## src/rtl/pipe_mem_pkg.sv

```systemverilog
// pipe_mem_pkg: shared types and defaults for the pipeline memory-port arbiter.
//   arb_state_t : grant FSM states (IDLE / ACCESS / RESP)
//   gnt_t       : which requester owns the current memory transaction
//   AW_DEF/DW_DEF, STARVE_W, TIMER_W : default widths
package pipe_mem_pkg;

    localparam int AW_DEF   = 32;
    localparam int DW_DEF   = 32;
    localparam int STARVE_W = 4;
    localparam int TIMER_W  = 8;

    typedef enum logic [1:0] {
        IDLE   = 2'd0,
        ACCESS = 2'd1,
        RESP   = 2'd2
    } arb_state_t;

    typedef enum logic {
        GNT_I = 1'b0,
        GNT_D = 1'b1
    } gnt_t;

endpackage

```

## src/rtl/mem_arb_timer.sv

```systemverilog
// mem_arb_timer: loadable down-counter used as the ACCESS timeout.
//   clk, reset (sync, active-low)
//   load    : (re)arm with 'period'; a period of 0 disarms the timer
//   period  : number of counted cycles until expiry
//   dec     : count one cycle
//   expired : armed and count has reached zero
module mem_arb_timer
    import pipe_mem_pkg::*;
#(
    parameter int W = TIMER_W
) (
    input  logic         clk,
    input  logic         reset,
    input  logic         load,
    input  logic [W-1:0] period,
    input  logic         dec,
    output logic         expired
);

    logic [W-1:0] cnt_q, cnt_d;
    logic         armed_q, armed_d;

    always_comb begin
        cnt_d   = cnt_q;
        armed_d = armed_q;
        if (load) begin
            // Loading period-1 means expiry is flagged during the period'th counted cycle.
            armed_d = (period != '0);
            cnt_d   = (period != '0) ? (period - W'(1)) : '0;
        end else if (dec && (cnt_q != '0)) begin
            cnt_d = cnt_q - W'(1);
        end
    end

    always_ff @(posedge clk) begin
        if (!reset) begin
            cnt_q   <= '0;
            armed_q <= 1'b0;
        end else begin
            cnt_q   <= cnt_d;
            armed_q <= armed_d;
        end
    end

    assign expired = armed_q && (cnt_q == '0);

endmodule

```

## src/rtl/mem_port_arbiter.sv

```systemverilog
// mem_port_arbiter: shares one single-ported memory between instruction fetch (I)
// and data memory (D) ports.
//   if_*  : fetch requester (level req held until if_ready pulse)
//   dm_*  : data requester  (level req held until dm_ready pulse)
//   mem_* : memory side; mem_req held until mem_ack, mem_err pulses on timeout
//   stall_f / stall_m : requester waiting, fed to the hazard unit
//   dbg_state : current grant FSM state
// Handshake: a requester raises req with stable address/data and holds it until
// its ready pulse (one cycle, with rdata valid). On the memory side mem_req is held
// with stable address/data until the cycle mem_ack is seen high in ACCESS; mem_ack
// at any other time is ignored.
module mem_port_arbiter
    import pipe_mem_pkg::*;
#(
    parameter int AW             = AW_DEF,
    parameter int DW             = DW_DEF,
    parameter int MAX_DATA_BURST = 4,
    parameter int TIMEOUT        = 64
) (
    input  logic          clk,
    input  logic          reset,
    input  logic          if_req,
    input  logic [AW-1:0] if_addr,
    output logic [DW-1:0] if_rdata,
    output logic          if_ready,
    input  logic          dm_req,
    input  logic          dm_we,
    input  logic [AW-1:0] dm_addr,
    input  logic [DW-1:0] dm_wdata,
    output logic [DW-1:0] dm_rdata,
    output logic          dm_ready,
    output logic          stall_f,
    output logic          stall_m,
    output logic          mem_req,
    output logic          mem_we,
    output logic [AW-1:0] mem_addr,
    output logic [DW-1:0] mem_wdata,
    input  logic [DW-1:0] mem_rdata,
    input  logic          mem_ack,
    output logic          mem_err,
    output arb_state_t    dbg_state
);

    localparam logic [STARVE_W-1:0] STARVE_MAX = STARVE_W'(MAX_DATA_BURST);

    arb_state_t            state_q, state_d;
    gnt_t                  gnt_q, gnt_d;
    logic [STARVE_W-1:0]   starve_q, starve_d;
    logic                  mem_req_q, mem_req_d;
    logic                  mem_we_q, mem_we_d;
    logic [AW-1:0]         mem_addr_q, mem_addr_d;
    logic [DW-1:0]         mem_wdata_q, mem_wdata_d;
    logic [DW-1:0]         if_rdata_q, if_rdata_d;
    logic [DW-1:0]         dm_rdata_q, dm_rdata_d;
    logic                  if_ready_q, if_ready_d;
    logic                  dm_ready_q, dm_ready_d;
    logic                  mem_err_q, mem_err_d;
    logic                  timer_load;
    logic                  timer_expired;
    logic                  pick_i;

    mem_arb_timer #(.W(TIMER_W)) u_timer (
        .clk     (clk),
        .reset   (reset),
        .load    (timer_load),
        .period  (TIMER_W'(TIMEOUT)),
        .dec     (state_q == ACCESS),
        .expired (timer_expired)
    );

    // Fetch wins only when it is alone or data has used up its burst allowance.
    assign pick_i = if_req && (!dm_req || (starve_q == STARVE_MAX));

    always_comb begin
        state_d     = state_q;
        gnt_d       = gnt_q;
        starve_d    = starve_q;
        mem_req_d   = mem_req_q;
        mem_we_d    = mem_we_q;
        mem_addr_d  = mem_addr_q;
        mem_wdata_d = mem_wdata_q;
        if_rdata_d  = if_rdata_q;
        dm_rdata_d  = dm_rdata_q;
        if_ready_d  = 1'b0;
        dm_ready_d  = 1'b0;
        mem_err_d   = 1'b0;
        timer_load  = 1'b0;

        unique case (state_q)
            IDLE: begin
                if (if_req || dm_req) begin
                    if (pick_i) begin
                        gnt_d       = GNT_I;
                        mem_we_d    = 1'b0;
                        mem_addr_d  = if_addr;
                        mem_wdata_d = '0;
                        starve_d    = '0;
                    end else begin
                        gnt_d       = GNT_D;
                        mem_we_d    = dm_we;
                        mem_addr_d  = dm_addr;
                        mem_wdata_d = dm_wdata;
                        if (!if_req) begin
                            starve_d = '0;
                        end else if (starve_q != STARVE_MAX) begin
                            starve_d = starve_q + STARVE_W'(1);
                        end
                    end
                    mem_req_d  = 1'b1;
                    timer_load = 1'b1;
                    state_d    = ACCESS;
                end
            end

            ACCESS: begin
                // Ready/err are registered here so they appear during the RESP cycle.
                if (mem_ack) begin
                    mem_req_d = 1'b0;
                    state_d   = RESP;
                    if (gnt_q == GNT_I) begin
                        if_rdata_d = mem_rdata;
                        if_ready_d = 1'b1;
                    end else begin
                        if (!mem_we_q) begin
                            dm_rdata_d = mem_rdata;
                        end
                        dm_ready_d = 1'b1;
                    end
                end else if (timer_expired) begin
                    mem_req_d = 1'b0;
                    mem_err_d = 1'b1;
                    state_d   = RESP;
                    if (gnt_q == GNT_I) begin
                        if_rdata_d = '0;
                        if_ready_d = 1'b1;
                    end else begin
                        dm_rdata_d = '0;
                        dm_ready_d = 1'b1;
                    end
                end
            end

            RESP: begin
                state_d = IDLE;
            end

            default: begin
                state_d = IDLE;
            end
        endcase
    end

    always_ff @(posedge clk) begin
        if (!reset) begin
            state_q     <= IDLE;
            gnt_q       <= GNT_I;
            starve_q    <= '0;
            mem_req_q   <= 1'b0;
            mem_we_q    <= 1'b0;
            mem_addr_q  <= '0;
            mem_wdata_q <= '0;
            if_rdata_q  <= '0;
            dm_rdata_q  <= '0;
            if_ready_q  <= 1'b0;
            dm_ready_q  <= 1'b0;
            mem_err_q   <= 1'b0;
        end else begin
            state_q     <= state_d;
            gnt_q       <= gnt_d;
            starve_q    <= starve_d;
            mem_req_q   <= mem_req_d;
            mem_we_q    <= mem_we_d;
            mem_addr_q  <= mem_addr_d;
            mem_wdata_q <= mem_wdata_d;
            if_rdata_q  <= if_rdata_d;
            dm_rdata_q  <= dm_rdata_d;
            if_ready_q  <= if_ready_d;
            dm_ready_q  <= dm_ready_d;
            mem_err_q   <= mem_err_d;
        end
    end

    assign mem_req   = mem_req_q;
    assign mem_we    = mem_we_q;
    assign mem_addr  = mem_addr_q;
    assign mem_wdata = mem_wdata_q;
    assign if_rdata  = if_rdata_q;
    assign dm_rdata  = dm_rdata_q;
    assign if_ready  = if_ready_q;
    assign dm_ready  = dm_ready_q;
    assign mem_err   = mem_err_q;
    assign stall_f   = if_req & ~if_ready_q;
    assign stall_m   = dm_req & ~dm_ready_q;
    assign dbg_state = state_q;

endmodule

```

## config.mk

```make
export PLATFORM = sky130hd
export DESIGN_NAME = mem_port_arbiter
export DESIGN_NICKNAME = d
export VERILOG_FILES = /design/src/rtl/pipe_mem_pkg.sv /design/src/rtl/mem_arb_timer.sv /design/src/rtl/mem_port_arbiter.sv
export SDC_FILE = /design/constraint.sdc
export NUM_CORES = 1
export LEC_CHECK = 0
export BUFFER_PORTS_ARGS = -buffer_cell sky130_fd_sc_hd__clkbuf_2
export CORE_ASPECT_RATIO = 1.75
export CORE_UTILIZATION = 35
export CTS_CLUSTER_SIZE = 8
export DETAILED_ROUTE_END_ITERATION = 7
export SLEW_MARGIN = 10
export SYNTH_ARGS = -nofsm -noshare
export SYNTH_HDL_FRONTEND = slang
export SYNTH_HIERARCHICAL = 1
export SYNTH_SLANG_ARGS = --single-unit
```

## constraint.sdc

```tcl
create_clock -name clk -period 5.04 [get_ports clk]
set_input_delay 1.26 -clock clk [delete_from_list [all_inputs] [get_ports clk]]
set_output_delay 1.26 -clock clk [all_outputs]
set_load 0.05 [all_outputs]
```

[After elaboration in Yosys (flattened, before gate mapping)]
Index checks and enable logic that the tools add are counted.
Operators by class
  add/subtract/negate cells: 2
  equal/unequal tests: 7
  multiplexer cells: 35
  bitwise operators: 7
  reduce and logical (&&, ||, !) cells: 21
Operators with widths (number)
  2-to-1 mux 32 bit: 11
  2-to-1 mux 1 bit: 14
  2-to-1 mux 4 bit: 3
  2-to-1 mux 6 bit: 2
  AND reduction 3 bit: 3
  zero test 8 bit: 1
  nonzero test 8 bit: 1
  subtractor 8 x 1 -> 8 bit (second input constant): 1
  2-to-1 mux 2 bit: 3
  AND reduction 2 bit: 3
  nonzero test 2 bit: 3
  inverter 1 bit: 5
  adder 4 x 1 -> 4 bit (second input constant): 1
  == test 4 x 3 -> 1 bit (second input constant): 1
  inequality test 2 bit (second input constant): 2
  inequality test 4 x 3 -> 1 bit (second input constant): 1
  one-hot mux 2 bit (2 select lines): 1
  AND reduction 4 bit: 1
  logical AND 1 bit: 3
  inequality test 3 x 1 -> 1 bit (second input constant): 1
  inequality test 3 bit (second input constant): 1
  OR reduction 3 bit: 1
  AND 1 bit: 2
  == test 2 x 1 -> 1 bit (second input constant): 1
  5 further kinds: 6
Storage, ports and cells
  register bits: 149
  input port bits: 134
  output and inout port bits: 137
  word-level logic and storage cells: 87

[Depth between registers and ports, before layout]
  word-level depth: 5
  depth in mapped cells: 10
  depth with buffers taken out: 8

[Modules after synthesis]
Netlist, hierarchy kept.
By module, submodules not included
  mem_port_arbiter: instances 1, cells each 669, area each 5617.9 µm², sequential area each 2802.7 µm²
  mem_arb_timer: instances 1, cells each 86, area each 721.9 µm², sequential area each 180.2 µm²

[Least setup slack after synthesis]
Ideal clock, no wire load.
  path kind: in2out
  from: in if_req
  to: out stall_f
  arrival time: 1.967 ns
  data required time: 3.780 ns
  slack: 1.813 ns
  stages: 1
  path buffers: 0
  cell sequence: nor2b_1
On the way
  longest elaborated chain between the ends: 1
Ends and longest elaborated chain
  from (decl): RTL line mem_port_arbiter.sv:22  | input logic if_req,
  AND 1 bit: RTL line mem_port_arbiter.sv:192  | assign stall_f = if_req & ~if_ready_q;
  to (decl): RTL line mem_port_arbiter.sv:32  | output logic stall_f,
No other way between the ends.

[Worst setup path in the final report]
  from: reg u_timer.cnt_q[3]
  to: reg dm_rdata_q[7], in the netlist dm_rdata[7]
On the way
  longest elaborated chain between the ends: 4
Ends and longest elaborated chain
  from (decl): RTL line mem_arb_timer.sv:20  | logic [W-1:0] cnt_q, cnt_d;
  from (signal assigned): RTL line mem_arb_timer.sv:40  | cnt_q <= cnt_d;
  zero test 8 bit: RTL line mem_arb_timer.sv:45  | assign expired = armed_q && (cnt_q == '0);
  logical AND 1 bit: RTL line mem_arb_timer.sv:45
  via timer_expired: RTL line mem_port_arbiter.sv:59  | logic timer_expired;
  nonzero test 2 bit (no line)
  AND reduction 4 bit (no line)
  to (signal assigned): RTL line mem_port_arbiter.sv:176  | dm_rdata_q <= dm_rdata_d;
  to (decl): RTL line mem_port_arbiter.sv:54  | logic [DW-1:0] dm_rdata_q, dm_rdata_d;
The timed path passes the listed nets, and every way through them passes these cells.
A chain may end at the register's enable or synchronous reset.

==> key figures <==
Run status
  – Status: complete, no violations

STA
  – Min cycle time layout: 3.15 ns
  – Final period utilization: between 60 and 70%
  – Post-route setup TNS: 0 ns
  – Fmax: approximately 320 MHz
  – PnR worst setup slack: approximately 1.9 ns
  – RSZ-0062 raised after global routing: false
  – Final setup viols: 0
  – Final number of max-transition violations: 0
  – Relative slew slack: between 20% and 30%
  – Final Skew: roughly 0.012 ns
  – Worst Max-Slew Pin Slew: about 1.1 ns
  – Hold Fails Final Rpt: 0

Clock network
  – CTS Hold Buffers Added: 0
  – Cts bufs inserted: 17
  – Sink Count: 149
  – Setup repair bufs after CTS: 0
  – Worst-path clk slew: 0.06 ns
  – Bufs on Longest Clock Path: 2
  – Clock Latency Late Sink: between 0.4 and 0.5 ns
  – CTS H-tree depth: 4
  – Post-CTS Resized: 0
  – TritonCTS clock tree: built
  – Root buf cell: clkbuf_16

Die
  – Die H: about 180 um
  – Initial Utilization: around 36%
  – IO Pins: roughly 270
  – CORE AREA: around 18000 sq um
  – Die footprint: 18700 sq um
  – X dimension of the die: just over 100 um
  – # rows: 64

Synth
  – Simple logic cell fraction of the synthesized area: 21.3%
  – Post-Synth Adder-Cell Area: under 10%
  – Syn Inst Count: between 700 and 800
  – Async S/R FF share, synth: 0%
  – EDFF count, synth: 0
  – Most used DFF post-synth: dfxtp_1
  – Post-synthesis register bit count: 149
  – Area contributors post-synth: dfxtp_1 47%, nand2_1 8.2%, nand3_1 8.0%, a21boi_0 6.5%, a21boi_1 5.4%
  – Largest area contributor in the netlist: dfxtp_1
  – YS warnings: 6
  – Post-synthesis sequential area ratio: a little under half
  – Post-synth top cells: 149 x dfxtp_1, 138 x nand2_1, 101 x nand3_1
  – Main combinational cell family by area after synthesis: compound AO/OA/AOI/OAI gates
  – Top-count cell post-synth: dfxtp_1
  – Yosys top cell area share: 47.0%
  – Synth Area in Compound Gates: about a quarter
  – Post-synthesis xor/xnor area fraction: 0.553%
  – Mux share of post-synthesis cell area: 0%
  – Library cells used by synthesis: 57
  – Cell area after synthesis: 6340 sq um
  – Avg Inst Size Synth: between 8 and 9 sq um

Critical path
  – CP peak stage delay: just over 0.9 ns
  – Setup crit start kind: flip-flop
  – Slowest cell on the critical path: o211a_1
  – Critical path capture point type: flip-flop
  – Crit-path max FO: 30
  – WP data required: approximately 5.4 ns
  – Critical path arrival: roughly 3.5 ns
  – Worst path cell trace: or4_1 > nor4b_1 > nor2b_1 > o211a_1 > buf_4 > nand3_1 > a21boi_1
  – Critical path class: reg2reg

Final layout
  – Area of the multi-input gates: about 3100 sq um
  – Filler cells: ~1800
  – Final Instance Area: ~8500 sq um
  – Final instance count without filler cells: between 1000 and 1500
  – Share of cells above drive strength 1: 31.1%
  – Final core utilization: between 40% and 50%
  – Area growth syn-to-layout: 33.4%
  – Ant diodes: 0
  – Fin nets: 1164
  – Sequential cell area: about 3000 sq um

Pwr
  – Peak supply drop: 208 uV
  – PwrDens: just under 400 nW/um^2
  – Leakage: ~3.8 nW

Drt
  – WL/cell: approximately 15 um
  – Routed via count: just over 6000
  – Vias per cell: around 4.9
  – WL final: between 15000 and 20000 um
  – ANT nets after route: 0
  – Detailed-route DRC error count: 0
  – Initial DRT Pass Iterations: 4
  – DRT iter0 DRCs: 328

Placed design
  – RD Place Congestion: approximately 0.80
  – Port Buffer Count: 270
  – Placed insts: between 1000 and 1500
  – Placement Setup Slack: 1.88 ns
  – Placed cell area: approximately 7900 sq um
  – Detailed Place HPWL: approximately 14000 um

Global routing
  – Largest net degree at the start of global routing: between 70 and 80
  – First-pass GRT wire length: roughly 31000 um
  – Grt total ovfl: 0
  – Vias in the first global route: approximately 6000
  – Tot GR Track Use: a little over a fifth
  – Initial antenna violation count: 0

Hold path
  – Worst min-delay path class: reg2reg

Job
  – Max_cap viols: 0
-- metal layers --
metal | GRT usage [%] | routed length, um | share of wire (%) | vias up
met3 | 4.12 | 817 | 4.2 | 23
met2 | 39.9 | 10600 | 54 | 176
met5 | 0 | 0 | 0 | -
met4 | 8.11 | 376 | 1.9 | 0
li1 | - | - | - | 3127
met1 | 22.9 | 7790 | 40 | 2875
-- flip-flops by register name, indices dropped and copies added, names as in the netlist --
name,flops
gnt_q,1
if_rdata,32
dm_ready,1
mem_wdata,32
mem_addr,32
mem_req,1
u_timer/armed_q,1
u_timer/cnt_q,8
if_ready,1
mem_we,1
starve_q,4
mem_err,1
dbg_state,2
dm_rdata,32
-- placed cells by master, fill, tap and decap left out, types with 17 or more instances in the layout --
| cell type | netlist | final |
|---|---|---|
| a21boi_0 | 55 | 55 |
| a21boi_1 | 46 | 46 |
| a21oi_1 | 69 | 69 |
| clkbuf_16 | 0 | 17 |
| clkbuf_2 | 0 | 269 |
| conb_1 | 2 | 33 |
| dfxtp_1 | 149 | 149 |
| nand2_1 | 138 | 138 |
| nand3_1 | 101 | 101 |
| o21ai_0 | 40 | 40 |
-- kinds of logic (layout without fill, tap and decap cells) --
| logic type | Yosys count | count (layout) |
|---|---|---|
| buffers and inverters | 72 | 320 |
| and+or+nand+nor | 286 | 286 |
| xor gates and xnor gates | 4 | 4 |
| other | 2 | 33 |
| adders and majority gates | 6 | 6 |
| AOI/OAI and AO/OA | 236 | 236 |
| DFF | 149 | 149 |
-- through the flow --
stage	power, mW	hold slack [ns]
2_1_floorplan	1.83	0.432
3_3_place_gp	2.03	0.441
3_5_place_dp	2.03	0.445
4_1_cts	3.31	0.453
5_1_grt	3.42	0.469
6_report	3.27	0.449
-- final timing paths --
check	startpoint	to	slack, ns	cells after the start
worst max register to register	u_timer/cnt_q[3]	dm_rdata[7]	1.89	7
worst min register to register	dm_rdata[6]	dm_rdata[6]	0.45	2
worst min-delay path	dm_rdata[6]	dm_rdata[6]	0.45	2
worst max-delay path	u_timer/cnt_q[3]	dm_rdata[7]	1.89	7
-- where the power goes --
group | leakage (nW) | total [mW] | internal [mW] | switching (mW)
registers | 1.22 | 1.31 | 1.26 | 0.0518
logic | 2.26 | 0.696 | 0.198 | 0.498
clock network | 0.274 | 1.27 | 0.782 | 0.487
-- final cells by class --
class / count / area share (%)
Multi-Input combinational cell: 565 / 37.1
Sequential cell: 149 / 35.3
Timing Repair Buffer: 280 / 16.9
Clock buffer: 20 / 5.28
Tap cell: 231 / 3.42
Clock inverter: 9 / 1.55
Inverter: 11 / 0.518
-- critical path: cells and delay by family (launching register included) --
family / cells / cell delay (ns)
AND/OR/NAND/NOR: 4 / 1.37
AO/OA/AOI/OAI: 2 / 1.07
flip-flops: 1 / 0.37
buffers and inverters: 1 / 0.26
No activity file was read; power rests on OpenSTA's default activity.
